## src/rtl/preemph.sv

```systemverilog
// preemph: first-order fixed-point pre-emphasis filter between two FWFT FIFOs.
// y[n] = sat((B0*x[n] + B1*x[n-1] + A1*y[n-1]) >>> FRAC_BITS), one sample per three cycles.
module preemph #(
    parameter int unsigned DATA_WIDTH = 32,
    parameter int unsigned FRAC_BITS  = 10,
    parameter int          B0         = 2943,
    parameter int          B1         = -1919,
    parameter int          A1         = 0
) (
    input  logic                  clock,
    input  logic                  reset,
    input  logic [DATA_WIDTH-1:0] in_dout,
    input  logic                  in_empty,
    output logic                  in_rd_en,
    output logic [DATA_WIDTH-1:0] out_din,
    input  logic                  out_full,
    output logic                  out_wr_en
);

    // Accumulator is wide enough that three products of |coef| < 2^15 never wrap.
    localparam int unsigned ACC_W = 2 * DATA_WIDTH + 2;

    localparam logic signed [ACC_W-1:0] B0_W = ACC_W'(B0);
    localparam logic signed [ACC_W-1:0] B1_W = ACC_W'(B1);
    localparam logic signed [ACC_W-1:0] A1_W = ACC_W'(A1);

    // Representable output range, expressed at accumulator width for comparison.
    localparam logic signed [ACC_W-1:0] SAT_MAX =
        {{(ACC_W - DATA_WIDTH + 1){1'b0}}, {(DATA_WIDTH - 1){1'b1}}};
    localparam logic signed [ACC_W-1:0] SAT_MIN =
        {{(ACC_W - DATA_WIDTH + 1){1'b1}}, {(DATA_WIDTH - 1){1'b0}}};

    typedef enum logic [1:0] {
        S_READ  = 2'd0,
        S_CALC  = 2'd1,
        S_WRITE = 2'd2
    } state_e;

    state_e state_q, state_d;

    logic signed [DATA_WIDTH-1:0] x_cur_q,   x_cur_d;
    logic signed [DATA_WIDTH-1:0] x_prev_q,  x_prev_d;
    logic signed [DATA_WIDTH-1:0] y_prev_q,  y_prev_d;
    logic signed [DATA_WIDTH-1:0] out_din_q, out_din_d;

    logic signed [ACC_W-1:0]      acc_c;
    logic signed [ACC_W-1:0]      shifted_c;
    logic signed [DATA_WIDTH-1:0] y_sat_c;

    // Filter datapath: multiply-accumulate, floor shift, clamp to output range.
    always_comb begin
        acc_c = B0_W * ACC_W'(x_cur_q)
              + B1_W * ACC_W'(x_prev_q)
              + A1_W * ACC_W'(y_prev_q);
        shifted_c = acc_c >>> FRAC_BITS;
        if (shifted_c > SAT_MAX) begin
            y_sat_c = DATA_WIDTH'(SAT_MAX);
        end else if (shifted_c < SAT_MIN) begin
            y_sat_c = DATA_WIDTH'(SAT_MIN);
        end else begin
            y_sat_c = DATA_WIDTH'(shifted_c);
        end
    end

    // Next-state, handshake strobes and register updates; reset masks both strobes.
    always_comb begin
        state_d   = state_q;
        x_cur_d   = x_cur_q;
        x_prev_d  = x_prev_q;
        y_prev_d  = y_prev_q;
        out_din_d = out_din_q;
        in_rd_en  = 1'b0;
        out_wr_en = 1'b0;

        case (state_q)
            S_READ: begin
                in_rd_en = !in_empty;
                if (!in_empty) begin
                    x_cur_d = in_dout;
                    state_d = S_CALC;
                end
            end
            S_CALC: begin
                out_din_d = y_sat_c;
                state_d   = S_WRITE;
            end
            S_WRITE: begin
                // History advances only once the sample is actually accepted downstream.
                out_wr_en = !out_full;
                if (!out_full) begin
                    x_prev_d = x_cur_q;
                    y_prev_d = out_din_q;
                    state_d  = S_READ;
                end
            end
            default: begin
                state_d = S_READ;
            end
        endcase

        if (reset) begin
            in_rd_en  = 1'b0;
            out_wr_en = 1'b0;
        end
    end

    // State and datapath registers with synchronous reset.
    always_ff @(posedge clock) begin
        if (reset) begin
            state_q   <= S_READ;
            x_cur_q   <= '0;
            x_prev_q  <= '0;
            y_prev_q  <= '0;
            out_din_q <= '0;
        end else begin
            state_q   <= state_d;
            x_cur_q   <= x_cur_d;
            x_prev_q  <= x_prev_d;
            y_prev_q  <= y_prev_d;
            out_din_q <= out_din_d;
        end
    end

    assign out_din = out_din_q;

endmodule

```

## config.mk

```make
export PLATFORM = sky130hd
export DESIGN_NAME = preemph
export DESIGN_NICKNAME = d
export VERILOG_FILES = /design/src/rtl/preemph.sv
export SDC_FILE = /design/constraint.sdc
export NUM_CORES = 1
export LEC_CHECK = 0
export BUFFER_PORTS_ARGS = -buffer_cell sky130_fd_sc_hd__buf_2
export CORE_MARGIN = 8
export CORE_UTILIZATION = 63
export CTS_CLUSTER_DIAMETER = 30
export DETAILED_ROUTE_END_ITERATION = 7
export PLACE_DENSITY = 0.81
export SLEW_MARGIN = 25
export SYNTH_ARGS = -nofsm -noshare
export SYNTH_HDL_FRONTEND = slang
export SYNTH_SLANG_ARGS = --single-unit
```

## constraint.sdc

```tcl
create_clock -name clock -period 8.8 [get_ports clock]
set_input_delay 0.88 -clock clock [delete_from_list [all_inputs] [get_ports clock]]
set_output_delay 0.88 -clock clock [all_outputs]
set_load 0.01 [all_outputs]
```

==> flow_summary.toml <==
[die]
rows = 62
die_h_um = 186
initial_utilization_pct = 63.9
dieArea_mm2 = 0.0347
die_w_um = 186
core_mm2 = 0.0286
ios = 70

[critical_path]
endpoint_kind = "register"
startpoint = "x_cur_q[29]"
reg2reg_from = "x_cur_q[29]"
r2r_slack_ps = 890
critPathMaxFanout = 13
cp.arrival_ps = 8200
r2r_cells = 25
critPathKind = "reg -> reg"
startpoint_type = "register"
r2r_end = "out_din[6]"
required_ps = 9080
crit_path_end = "out_din[6]"

[synthesis]
ys_seq_area_share_pct = 10.7
yosysWarnings = 0
syn_avg_cell_area_um2 = 9.18
synth_cell_type_count = 64
synth-edff-count = 0
ys_seq_elements = 98
syn_inst = 1993
syn_area_mm2 = 0.0183
synthArstFlopShare_pct = 0
syn_nets = 2661
synth_ff_type = "dfxtp_1"

[cts]
cts_resized = 0
root_buffer = "clkbuf_16"
h-tree-depth = 3
cts_buffer_depth = 2
cts_tree = "built"
clk_pin_slew_worst_paths_ps = 90
cts_buffers = 9
cts_setup_buffers = 0
clk_latency_ps = 390
cts_sinks = 98
cts_hold_buffers = 0

[placement]
gp_congestion = 0.936
port_buffers = 69
post-dp-hpwl_um = 38600

[timing]
fmax_ghz = 0.126
fin_skew_ps = 17.9
hold_viol_final = 0
final.setup.tns_ps = 0
setup_violations = 0
grt_setup_unrepaired = "false"
worst_slew_pin_slew_ps = 957
finalMaxSlewViolations = 0
maxSlewHeadroom_pct = 36.1
fin_crit_sh_pct = 89.9
layout_min_cycle_time_ps = 7910
fin_hold_ws_ps = 482

[grt]
gr-usage-all-layers_pct = 27.9
grt_antenna_before_repair = 0
grt_pass1_wl_um = 77600
grt_pass1_vias = 15200
grt_max_degree = 64
grt_overflow_total = 0

[route]
dr_total_vias = 13300
drc = 0
firstDrtPassIters = 5
initialDrtViolationCount = 737
post_drt_wl_per_cell_um = 19.2
antenna_left = 0
drt-total-wl_um = 46600
viasPerCell = 5.50

[run_status]
status = "finished, final reports clean"

[cells_and_area]
fin_nets = 2705
fillers = 2156
area_growth_pct = 5.57
drive_gt1_share_pct = 6.81
antenna_cells = 0

[run]
timing.max_cap.violations = 0

[worst_hold_path]
hp-class = "reg -> reg"
==> cells by family (layout without fill, tap and decap cells) <==
kind of cell / after synthesis / count (layout) / share of synthesized area, %
AOI/OAI and AO/OA: 267 / 267 / 9.59
DFF: 98 / 98 / 10.7
xor gates and xnor gates: 44 / 44 / 2.11
and+or+nand+nor: 290 / 290 / 7.02
buffers and inverters: 659 / 708 / 13.7
adders and majority gates: 632 / 632 / 56.7
muxes: 3 / 3 / 0.164
==> stage by stage <==
step	cell area [um2]	setup slack, ps	instances	utilization [%]
5_1_grt	19300	409	2426	67.5
3_3_place_gp	19000	1300	2410	66.4
6_report	19300	887	2426	67.5
2_1_floorplan	18300	1450	1993	-
3_5_place_dp	19000	968	2410	66.4
4_1_cts	19300	938	2426	67.5
==> worst min-delay path by stage <==
stage / startpoint / end / slack [ps] / cells after the start
2_1_floorplan: x_prev_q[10] / x_prev_q[10] / 470 / 2
3_3_place_gp: out_din[31] / out_din[31] / 460 / 2
3_5_place_dp: out_din[31] / out_din[31] / 470 / 2
4_1_cts: out_din[31] / out_din[31] / 480 / 2
5_1_grt: out_din[31] / out_din[31] / 500 / 2
6_report: out_din[31] / out_din[31] / 480 / 2
==> worst max-delay path, stage by stage (launching register included) <==
cell and delay [ps]:
dfxtp_1 600, inv_1 180, fa_1 600, inv_1 80, fa_1 490, inv_1 60, fa_1 540, inv_1 60
fa_1 490, fa_1 510, fa_1 500, inv_1 50, fa_1 470, inv_1 40, ha_1 360, a21oi_1 260
nor2_1 70, a211oi_1 200, o21ai_1 140, a211oi_1 320, o21ai_2 170, a31oi_4 250, xor2_1 690, buf_4 320
o21ai_1 110, a211oi_2 260
==> flip-flops by register name, indices dropped and copies added, names as in the netlist <==
register / flops
out_din: 32
state_q: 2
x_cur_q: 32
x_prev_q: 32
==> synth_stat cells (3+ instances only) <==
cell      count  share of area, %
o21bai_1     10              0.41
xor2_1        7              0.34
buf_2        10              0.27
a21o_1       10              0.41
a21oi_1     113               3.1
and2_1        4              0.14
nand2_1     173               3.5
mux2i_1       3              0.16
o32ai_1       8              0.38
dfxtp_1      98                11
or3_1        13              0.44
xnor2_1      37               1.8
inv_1       613                13
a31oi_1       5              0.17
fa_1        328                36
ha_1        304                21
a21oi_2       4              0.19
nand3_1       4              0.11
a211oi_1      8              0.33
nor2_1       50               1.0
a211oi_2     20               1.4
o21ai_1      24              0.66
o21ai_0      28              0.77
nand2b_1      5              0.17
nor3_1        6              0.16
nand4_1      12              0.41
clkbuf_1     32              0.66
and3_1        5              0.17
o21a_1        9              0.37
o211ai_1      3              0.12
==> final cells by class <==
class	count	area [um2]	area share, %
Multi-Input combinational cell	1236	13800	71.7
Inverter	613	2300	11.9
Clock buffer	9	225	1.17
Clock inverter	7	81.3	0.421
Timing Repair Buffer	79	423	2.19
Tap cell	384	480	2.49
Sequential cell	98	1960	10.2
==> routing by layer <==
metal | global-route usage, % | vias up | share of wire [%]
li1 | - | 6179 | -
met1 | 31.1 | 6554 | 37
met2 | 49.8 | 423 | 51
met3 | 3.99 | 177 | 4.8
met4 | 17.3 | 0 | 6.5
met5 | 0 | - | 0
==> placed cells by master (no fill, tap or decap), drive strengths merged, types with 7 or more instances in the layout <==
cell type,instances
nand4,12
dfxtp,98
buf,79
clkbuf,9
nor2,50
o32ai,8
ha,304
xnor2,37
a21oi,117
fa,328
xor2,7
a211oi,28
inv,616
nand2,174
o21bai,10
o21a,9
a21o,10
or3,13
o21ai,54
Power is left out: the tool's default activity adds up to more than one toggle a clock period on the data nets, which glitch-free logic cannot reach.
